$ cat src/rtl/ldm_stm_seq_pkg.sv
// Shared types and constants for the load/store-multiple sequencer.
// Holds the sequencer state encoding and a register-list population count.
package ldm_stm_pkg;

    typedef enum logic [1:0] {
        IDLE,
        XFER,
        WB,
        DONE
    } state_t;

    localparam logic [3:0] REG_PC     = 4'd15;
    localparam int         WORD_BYTES = 4;

    function automatic logic [4:0] popcount16(input logic [15:0] v);
        logic [4:0] cnt;
        cnt = '0;
        for (int i = 0; i < 16; i++) begin
            cnt = cnt + {4'd0, v[i]};
        end
        return cnt;
    endfunction

endpackage

$ cat src/rtl/ldm_stm_seq_if.sv
// Data-memory request/acknowledge port used by the sequencer.
// The sequencer is the master; the memory system is the slave.
interface ldm_stm_seq_if #(
    parameter int AW = 32,
    parameter int DW = 32
) ();
    logic          mem_req;
    logic          mem_we;
    logic [AW-1:0] mem_addr;
    logic [DW-1:0] mem_wdata;
    logic [DW-1:0] mem_rdata;
    logic          mem_ack;

    modport master (
        output mem_req, mem_we, mem_addr, mem_wdata,
        input  mem_rdata, mem_ack
    );

    modport slave (
        input  mem_req, mem_we, mem_addr, mem_wdata,
        output mem_rdata, mem_ack
    );
endinterface

$ cat src/rtl/ldm_stm_seq_lsb_prio_enc.sv
// 16-bit lowest-set-bit priority encoder.
// idx is 0 when no bit is set; valid flags a non-empty vector.
module lsb_prio_enc (
    input  logic [15:0] vec,
    output logic [3:0]  idx,
    output logic        valid
);

    always_comb begin
        idx   = '0;
        valid = |vec;
        // Scan downwards so the lowest set bit wins.
        for (int i = 15; i >= 0; i--) begin
            if (vec[i]) begin
                idx = 4'(i);
            end
        end
    end

endmodule

$ cat src/rtl/ldm_stm_seq.sv
// Load/store-multiple sequencer: walks a register list, one memory word per
// listed register, then optionally writes the updated base back to rn.
module ldm_stm_seq
    import ldm_stm_pkg::*;
#(
    parameter int AW = 32,
    parameter int DW = 32
) (
    input  logic          clk,
    input  logic          rst_n,
    input  logic          start,
    input  logic          is_load,
    input  logic [15:0]   rlist,
    input  logic [3:0]    rn,
    input  logic [AW-1:0] base,
    input  logic          up,
    input  logic          pre,
    input  logic          wback,
    output logic          busy,
    output logic          done,
    output logic [3:0]    ra,
    input  logic [DW-1:0] rd,
    output logic          we,
    output logic [3:0]    wa,
    output logic [DW-1:0] wd,
    output logic          pc_we,
    output logic [DW-1:0] pc_wd,
    ldm_stm_seq_if.master mem
);

    state_t        state_reg,   state_next;
    logic [15:0]   pending_reg, pending_next;
    logic [AW-1:0] addr_reg,    addr_next;
    logic [AW-1:0] final_reg,   final_next;
    logic [3:0]    rn_reg,      rn_next;
    logic          load_reg,    load_next;
    logic          do_wb_reg,   do_wb_next;

    logic [3:0]    cur;
    logic          cur_valid;
    logic [4:0]    n_regs;
    logic [AW-1:0] span;
    logic [AW-1:0] word;

    lsb_prio_enc u_enc (
        .vec   (pending_reg),
        .idx   (cur),
        .valid (cur_valid)
    );

    assign n_regs = popcount16(rlist);
    assign word   = AW'(WORD_BYTES);
    assign span   = AW'(n_regs) * word;

    always_ff @(posedge clk or negedge rst_n) begin
        if (!rst_n) begin
            state_reg   <= IDLE;
            pending_reg <= '0;
            addr_reg    <= '0;
            final_reg   <= '0;
            rn_reg      <= '0;
            load_reg    <= 1'b0;
            do_wb_reg   <= 1'b0;
        end else begin
            state_reg   <= state_next;
            pending_reg <= pending_next;
            addr_reg    <= addr_next;
            final_reg   <= final_next;
            rn_reg      <= rn_next;
            load_reg    <= load_next;
            do_wb_reg   <= do_wb_next;
        end
    end

    always_comb begin
        state_next   = state_reg;
        pending_next = pending_reg;
        addr_next    = addr_reg;
        final_next   = final_reg;
        rn_next      = rn_reg;
        load_next    = load_reg;
        do_wb_next   = do_wb_reg;

        case (state_reg)
            IDLE: begin
                if (start) begin
                    pending_next = rlist;
                    rn_next      = rn;
                    load_next    = is_load;
                    // A load that overwrites the base register keeps the loaded value.
                    do_wb_next   = wback && !(is_load && rlist[rn]);
                    final_next   = up ? base + span : base - span;
                    if (up) begin
                        addr_next = pre ? base + word : base;
                    end else begin
                        addr_next = pre ? base - span : base - span + word;
                    end
                    state_next = (rlist != 16'd0) ? XFER : DONE;
                end
            end
            XFER: begin
                if (mem.mem_ack) begin
                    pending_next = pending_reg & ~(16'd1 << cur);
                    addr_next    = addr_reg + word;
                    if (pending_next == 16'd0) begin
                        state_next = do_wb_reg ? WB : DONE;
                    end
                end
            end
            WB:      state_next = DONE;
            DONE:    state_next = IDLE;
            default: state_next = IDLE;
        endcase
    end

    always_comb begin
        busy          = 1'b0;
        done          = 1'b0;
        ra            = '0;
        we            = 1'b0;
        wa            = '0;
        wd            = '0;
        pc_we         = 1'b0;
        pc_wd         = '0;
        mem.mem_req   = 1'b0;
        mem.mem_we    = 1'b0;
        mem.mem_addr  = '0;
        mem.mem_wdata = '0;

        case (state_reg)
            XFER: begin
                busy          = 1'b1;
                mem.mem_req   = cur_valid;
                mem.mem_we    = !load_reg;
                mem.mem_addr  = addr_reg;
                ra            = cur;
                mem.mem_wdata = rd;
                if (mem.mem_ack && load_reg) begin
                    if (cur == REG_PC) begin
                        pc_we = 1'b1;
                        pc_wd = mem.mem_rdata;
                    end else begin
                        we = 1'b1;
                        wa = cur;
                        wd = mem.mem_rdata;
                    end
                end
            end
            WB: begin
                busy = 1'b1;
                // Writing the PC as a base register is not supported.
                we   = (rn_reg != REG_PC);
                wa   = rn_reg;
                wd   = DW'(final_reg);
            end
            DONE: begin
                busy = 1'b1;
                done = 1'b1;
            end
            default: ;
        endcase
    end

endmodule

$ cat src/flat_wrapper.sv
// flat-port wrapper written by rule: the top's interface ports become plain ports
module ldm_stm_seq_flat import ldm_stm_pkg::*;
#(
    parameter int AW = 32,
    parameter int DW = 32
)
  (clk, rst_n, start, is_load, rlist, rn, base, up, pre, wback, busy, done, ra, rd, we, wa, wd, pc_we, pc_wd, mem_mem_req, mem_mem_we, mem_mem_addr, mem_mem_wdata, mem_mem_rdata, mem_mem_ack);
  ldm_stm_seq_if #(.AW(AW), .DW(DW)) mem_i ();
  input  logic clk;
  input  logic rst_n;
  input  logic start;
  input  logic is_load;
  input  logic [15:0] rlist;
  input  logic [3:0] rn;
  input  logic [AW-1:0] base;
  input  logic up;
  input  logic pre;
  input  logic wback;
  output logic busy;
  output logic done;
  output logic [3:0] ra;
  input  logic [DW-1:0] rd;
  output logic we;
  output logic [3:0] wa;
  output logic [DW-1:0] wd;
  output logic pc_we;
  output logic [DW-1:0] pc_wd;
  output wire logic [$bits(mem_i.mem_req)-1:0] mem_mem_req;
  output wire logic [$bits(mem_i.mem_we)-1:0] mem_mem_we;
  output wire logic [$bits(mem_i.mem_addr)-1:0] mem_mem_addr;
  output wire logic [$bits(mem_i.mem_wdata)-1:0] mem_mem_wdata;
  input wire logic [$bits(mem_i.mem_rdata)-1:0] mem_mem_rdata;
  input wire logic [$bits(mem_i.mem_ack)-1:0] mem_mem_ack;
  assign mem_mem_req = mem_i.mem_req;
  assign mem_mem_we = mem_i.mem_we;
  assign mem_mem_addr = mem_i.mem_addr;
  assign mem_mem_wdata = mem_i.mem_wdata;
  assign mem_i.mem_rdata = mem_mem_rdata;
  assign mem_i.mem_ack = mem_mem_ack;
  ldm_stm_seq #(.AW(AW), .DW(DW)) u_core (.clk(clk), .rst_n(rst_n), .start(start), .is_load(is_load), .rlist(rlist), .rn(rn), .base(base), .up(up), .pre(pre), .wback(wback), .busy(busy), .done(done), .ra(ra), .rd(rd), .we(we), .wa(wa), .wd(wd), .pc_we(pc_we), .pc_wd(pc_wd), .mem(mem_i));
endmodule
$ cat config.mk
export PLATFORM = sky130hd
export DESIGN_NAME = ldm_stm_seq_flat
export DESIGN_NICKNAME = d
export VERILOG_FILES = /design/src/rtl/ldm_stm_seq_pkg.sv /design/src/rtl/ldm_stm_seq_if.sv /design/src/rtl/ldm_stm_seq_lsb_prio_enc.sv /design/src/rtl/ldm_stm_seq.sv /design/src/flat_wrapper.sv
export SDC_FILE = /design/constraint.sdc
export NUM_CORES = 1
export LEC_CHECK = 0
export ABC_AREA = 1
export CAP_MARGIN = 0
export CORE_AREA = 2 2 144 146
export CTS_CLUSTER_DIAMETER = 80
export DETAILED_ROUTE_END_ITERATION = 8
export DIE_AREA = 0 0 146 148
export PLACE_DENSITY = 0.83
export SLEW_MARGIN = 10
export SYNTH_ARGS = -nofsm -noshare
export SYNTH_HDL_FRONTEND = slang
export SYNTH_SLANG_ARGS = --single-unit
$ cat constraint.sdc
create_clock -name clk -period 3.4 [get_ports clk]
set_input_delay 0.85 -clock clk [delete_from_list [all_inputs] [get_ports clk]]
set_output_delay 0.85 -clock clk [all_outputs]
set_load 0.01 [all_outputs]
==> impl_metrics.py, run 1 <==
metrics = {
    "run_status": {
        "status": "aborted with a tool error",
        "haltStage": "global routing (5_1_grt)",
        "error_line": "[ERROR GRT-0232] Routing congestion too high. Check the congestion heatmap in the GUI.",
    },
    "synthesis": {
        "async_flop_share": 1.000,
        "synth_cell_types": 52,
        "synth_fp_nets": 1856,
        "synth_area_leaders": "dfrtp_1 22%, nand2_1 15%, inv_1 11%",
        "synth_most_common_cell": "nand2_1",
        "yosysWarnings": 0,
        "syn_area_um2": 10090,
        "ys_seq_area_frac": 0.2182,
        "synth_common_cells": "411 x nand2_1, 301 x inv_1, 187 x nor2_1, 117 x o21ai_0, 107 x a21oi_1",
        "avgSynthCellArea_um2": 5.953,
        "yosys.area.top_type_share": 0.2182,
        "ys_seq_elements": 88,
        "synthFlopType": "dfrtp_1",
        "synth_edf_count": 0,
        "syn_inst": 1695,
        "synth_top_area_cell": "dfrtp_1",
    },
    "floorplan": {
        "start_util": 0.5036,
        "boundaryPins": 266,
        "die_y_um": 148,
        "die_x_um": 146,
        "rows": 52,
    },
    "global_route": {
        "grt_max_degree": 111,
        "grt.total_usage": 0.7274,
        "grt_remaining_overflow": 76,
    },
    "clock_tree": {
        "cts_root_buffer": "clkbuf_16",
        "htreeDepth": 3,
        "clock-sinks": 88,
        "postCtsHoldBufs": 0,
        "clockBufferDepth": 2,
        "numCtsBuffers": 9,
    },
    "placed_design": {
        "place_area_um2": 14900,
        "numPortBuffers": 265,
        "dpl.hpwl_mm": 34.05,
        "placed_cells": 2414,
        "place.gp.congestion": 1.032,
        "place_ws_ns": -3.920,
    },
    "timing": {
        "grt-worst-endpoint": "u_core.addr_reg[24]$_DFFE_PN0P_/D",
        "worst-ep-kind": "register input",
    },
}
[kinds of logic after synthesis]
logic type	share of synthesized area
flip-flops	0.2182
buffers and inverters	0.1462
AO/OA/AOI/OAI	0.1769
XOR/XNOR	0.04737
AND/OR/NAND/NOR	0.3565
adder cells (fa/ha/maj)	0.05480
[metal layers]
layer	GRT usage	overflow
met2	0.9288	30
met4	0.6985	42
met5	0.2091	0
met1	0.7239	2
met3	0.5580	2
[metrics by stage]
step / util / hold WS, ns / TNS (ns)
after floorplan: - / 0.4487 / -136.15
after global placement: 0.7436 / 0.4643 / -208.39
after detailed placement: 0.7436 / 0.4658 / -216.16
after CTS: 0.8154 / 0.4848 / -172.59
[repair_timing]
| action | 4_1_cts |
|---|---|
| setup endpoints to repair | 131 |
| gates resized for setup | 560 |
| hold endpoints to repair | 0 |
| pin swaps | 96 |
| setup buffers | 69 |
| gates cloned | 4 |
==> run 2: changes to the inputs <==
--- a/config.mk
+++ b/config.mk
@@ -7,11 +7,10 @@
 export LEC_CHECK = 0
 export ABC_AREA = 1
 export CAP_MARGIN = 0
-export CORE_AREA = 2 2 144 146
-export CTS_CLUSTER_DIAMETER = 80
+export CORE_AREA = 2 2 162 164
 export DETAILED_ROUTE_END_ITERATION = 8
-export DIE_AREA = 0 0 146 148
-export PLACE_DENSITY = 0.83
+export DIE_AREA = 0 0 164 166
+export PLACE_DENSITY_LB_ADDON = 0.15
 export SLEW_MARGIN = 10
 export SYNTH_ARGS = -nofsm -noshare
 export SYNTH_HDL_FRONTEND = slang
==> run 2 against run 1 <==
Against the previous run:
- the flow now finishes, with violations (setup timing)
- synthesized cell count stayed put
- synthesized area stayed put
==> impl_metrics.py, run 2 <==
metrics = {
    "finish": {
        "num_antenna_cells": 0,
        "layout_commonest_cell": "nand2_1",
        "layout.nets": 2421,
        "postLayoutCellArea_um2": 17700,
        "final_cell_mix": "341 x nand2_1, 276 x buf_4, 267 x inv_1",
        "post_route_cells_drive_above_1_share": 0.3585,
        "area_growth_pct": 75.42,
    },
    "synthesis": {
        "syn_area_um2": 10090,
        "synth-compound-area-share": 0.1769,
        "ys_seq_elements": 88,
        "yosys.area_share.simple": 0.3565,
        "synth_most_common_cell": "nand2_1",
        "syn_inst": 1695,
        "async_flop_share": 1.000,
        "synthFlopType": "dfrtp_1",
        "yosysWarnings": 0,
        "synthXorXnorAreaFrac": 0.04737,
        "synth_fp_nets": 1856,
        "synth_edf_count": 0,
        "yosys.area.top_type_share": 0.2182,
        "synth_top_family_by_area": "simple AND/OR/NAND/NOR gates",
        "synth_common_cells": "411 x nand2_1, 301 x inv_1, 187 x nor2_1, 117 x o21ai_0, 107 x a21oi_1",
        "avgSynthCellArea_um2": 5.953,
        "synth_cell_types": 52,
        "synth_top_area_cell": "dfrtp_1",
        "synthAdderAreaFrac": 0.05480,
        "ys_seq_area_frac": 0.2182,
        "synthMuxAreaShare": 0,
        "synth_area_leaders": "dfrtp_1 22%, nand2_1 15%, inv_1 11%",
    },
    "timing": {
        "finClkSkew_ns": 0.01215,
        "final_max_slew_viol_count": 0,
        "setup_slack_ns": -2.925,
        "hold_viol": 0,
        "rsz0062_at_grt": "yes",
        "fin_crit_sh": 1.860,
        "tns_ns": -164.15,
        "maxSlewHeadroom": 0.4907,
        "max_freq_mhz": 158.1,
        "worst_slew_pin_slew_ns": 0.7640,
        "period_needed_ns": 6.325,
        "setup_viol": 129,
    },
    "route": {
        "avgRoutedWirePerCell_um": 18.54,
        "routed_wl_mm": 48.20,
        "vias": 13720,
        "drtPass1Iterations": 5,
        "viasPerCell": 5.278,
        "final_antenna_net_count": 0,
        "drtIter0Drc": 1178,
        "drc": 0,
    },
    "floorplan": {
        "die_y_um": 166,
        "die_x_um": 164,
        "die-area_um2": 27220,
        "start_util": 0.3939,
        "rows": 59,
        "boundaryPins": 266,
        "core_area_um2": 25620,
    },
    "power_and_ir_drop": {
        "peakVddDrop_uv": 1007,
        "p_leak_uw": 0.008774,
        "power-per-cell-area_nw_per_um2": 725.1,
    },
    "clock_tree": {
        "htreeDepth": 3,
        "clock-sinks": 88,
        "cts_tree": "yes",
        "clk_latency_ns": 0.37,
        "clkTransAtPathRegs_ns": 0.08,
        "clockBufferDepth": 2,
        "postCtsHoldBufs": 0,
        "cts_root_buffer": "clkbuf_16",
        "numCtsBuffers": 9,
    },
    "global_route": {
        "grt_first_pass_wirelength_mm": 71.90,
        "grt_max_degree": 111,
        "grt_pass1_vias": 13370,
        "grt.total_usage": 0.3382,
        "grt_remaining_overflow": 0,
        "antenna_found_initial": 0,
    },
    "placed_design": {
        "place.gp.congestion": 1.008,
        "dpl.hpwl_mm": 35.03,
        "place_area_um2": 15180,
        "numPortBuffers": 265,
    },
    "worst_setup_path": {
        "criticalPathCategory": "in2reg",
        "arrival_ns": 6.62,
        "crit_required_ns": 3.70,
        "cp_max_fo": 7,
        "cp-end-kind": "register",
        "crit_slowest_cell": "fa_1",
        "crit_path_start_kind": "input pin",
        "critPathMaxStageDelay_ns": 0.53,
    },
    "hold_path": {
        "hold_class": "reg2reg",
    },
    "run_status": {
        "violations": "setup timing",
        "status": "complete, but fails checks",
    },
    "job": {
        "maxCapViolCount": 0,
    },
}
==> run 2: final timing paths <==
| kind | slack [ns] | start | cells after the start | end |
|---|---|---|---|---|
| worst max register to register | 0.39 | u_core.pending_reg[15] | 19 | u_core.state_reg[0] |
| worst max-delay path | -2.92 | rlist[1] | 31 | u_core.addr_reg[22] |
| worst min-delay path | 0.48 | u_core.final_reg[30] | 2 | u_core.final_reg[30] |
| min in group asynchronous | 0.54 | rst_n | 1 | u_core.state_reg[1] |
| max in group asynchronous | 2.16 | rst_n | 2 | u_core.addr_reg[17] |
| worst min register to register | 0.48 | u_core.final_reg[30] | 2 | u_core.final_reg[30] |
==> run 2: cells by family (layout without fill, tap and decap cells) <==
logic type	after synthesis	count (layout)
buffers and inverters	386	956
adders and majority gates	37	37
and+or+nand+nor	816	816
AOI/OAI and AO/OA	316	316
DFF	88	88
xor gates and xnor gates	52	52
==> run 2: layout make-up <==
type	count	area, um^2
Tap cell	335	419.2
Clock inverter	7	78.83
Inverter	317	1237
Fill cell	2194	7914
Timing Repair Buffer	623	5562
Multi-Input combinational cell	1221	7978
Clock buffer	9	225.2
Sequential cell	88	2202
==> run 2: routing by layer <==
layer,track usage,part of all wire,vias to the layer above
met5,0,0,-
met4,0.1651,0.059,0
met3,0.03696,0.046,134
met2,0.5840,0.49,475
met1,0.4160,0.40,6562
li1,-,-,6551
==> run 2: worst max-delay path: cells and delay by family <==
family / cells / cell delay (ns)
adders and majority gates: 8 / 3.22
AOI/OAI and AO/OA: 2 / 0.35
and+or+nand+nor: 12 / 1.32
xor gates and xnor gates: 2 / 0.33
buffers and inverters: 7 / 0.53
==> run 2: timing repair <==
item                                    CTS  global route
endpoints found under the setup margin  131           132
gates resized for setup                 566           243
cloned                                    5             1
buffers inserted                         43            50
pin swaps                                88            82
==> run 2: power by group <==
part	switching [uW]	internal (uW)
Combinational	5270	4390
Sequential	475	1590
Clock	531	580
==> run 2: through the flow <==
stage,utilization,hold WS [ns],worst slack [ns],std cells,power [uW]
6_report,0.6911,0.4848,-2.925,2600,12840
3_3_place_gp,0.5924,0.4659,-3.804,2503,9149
3_5_place_dp,0.5924,0.4701,-3.877,2503,9270
4_1_cts,0.6425,0.4804,-2.833,2560,11660
2_1_floorplan,-,0.4487,-2.816,1695,6092
5_1_grt,0.6911,0.5020,-3.212,2600,13740
No activity file was read; power rests on OpenSTA's default activity.
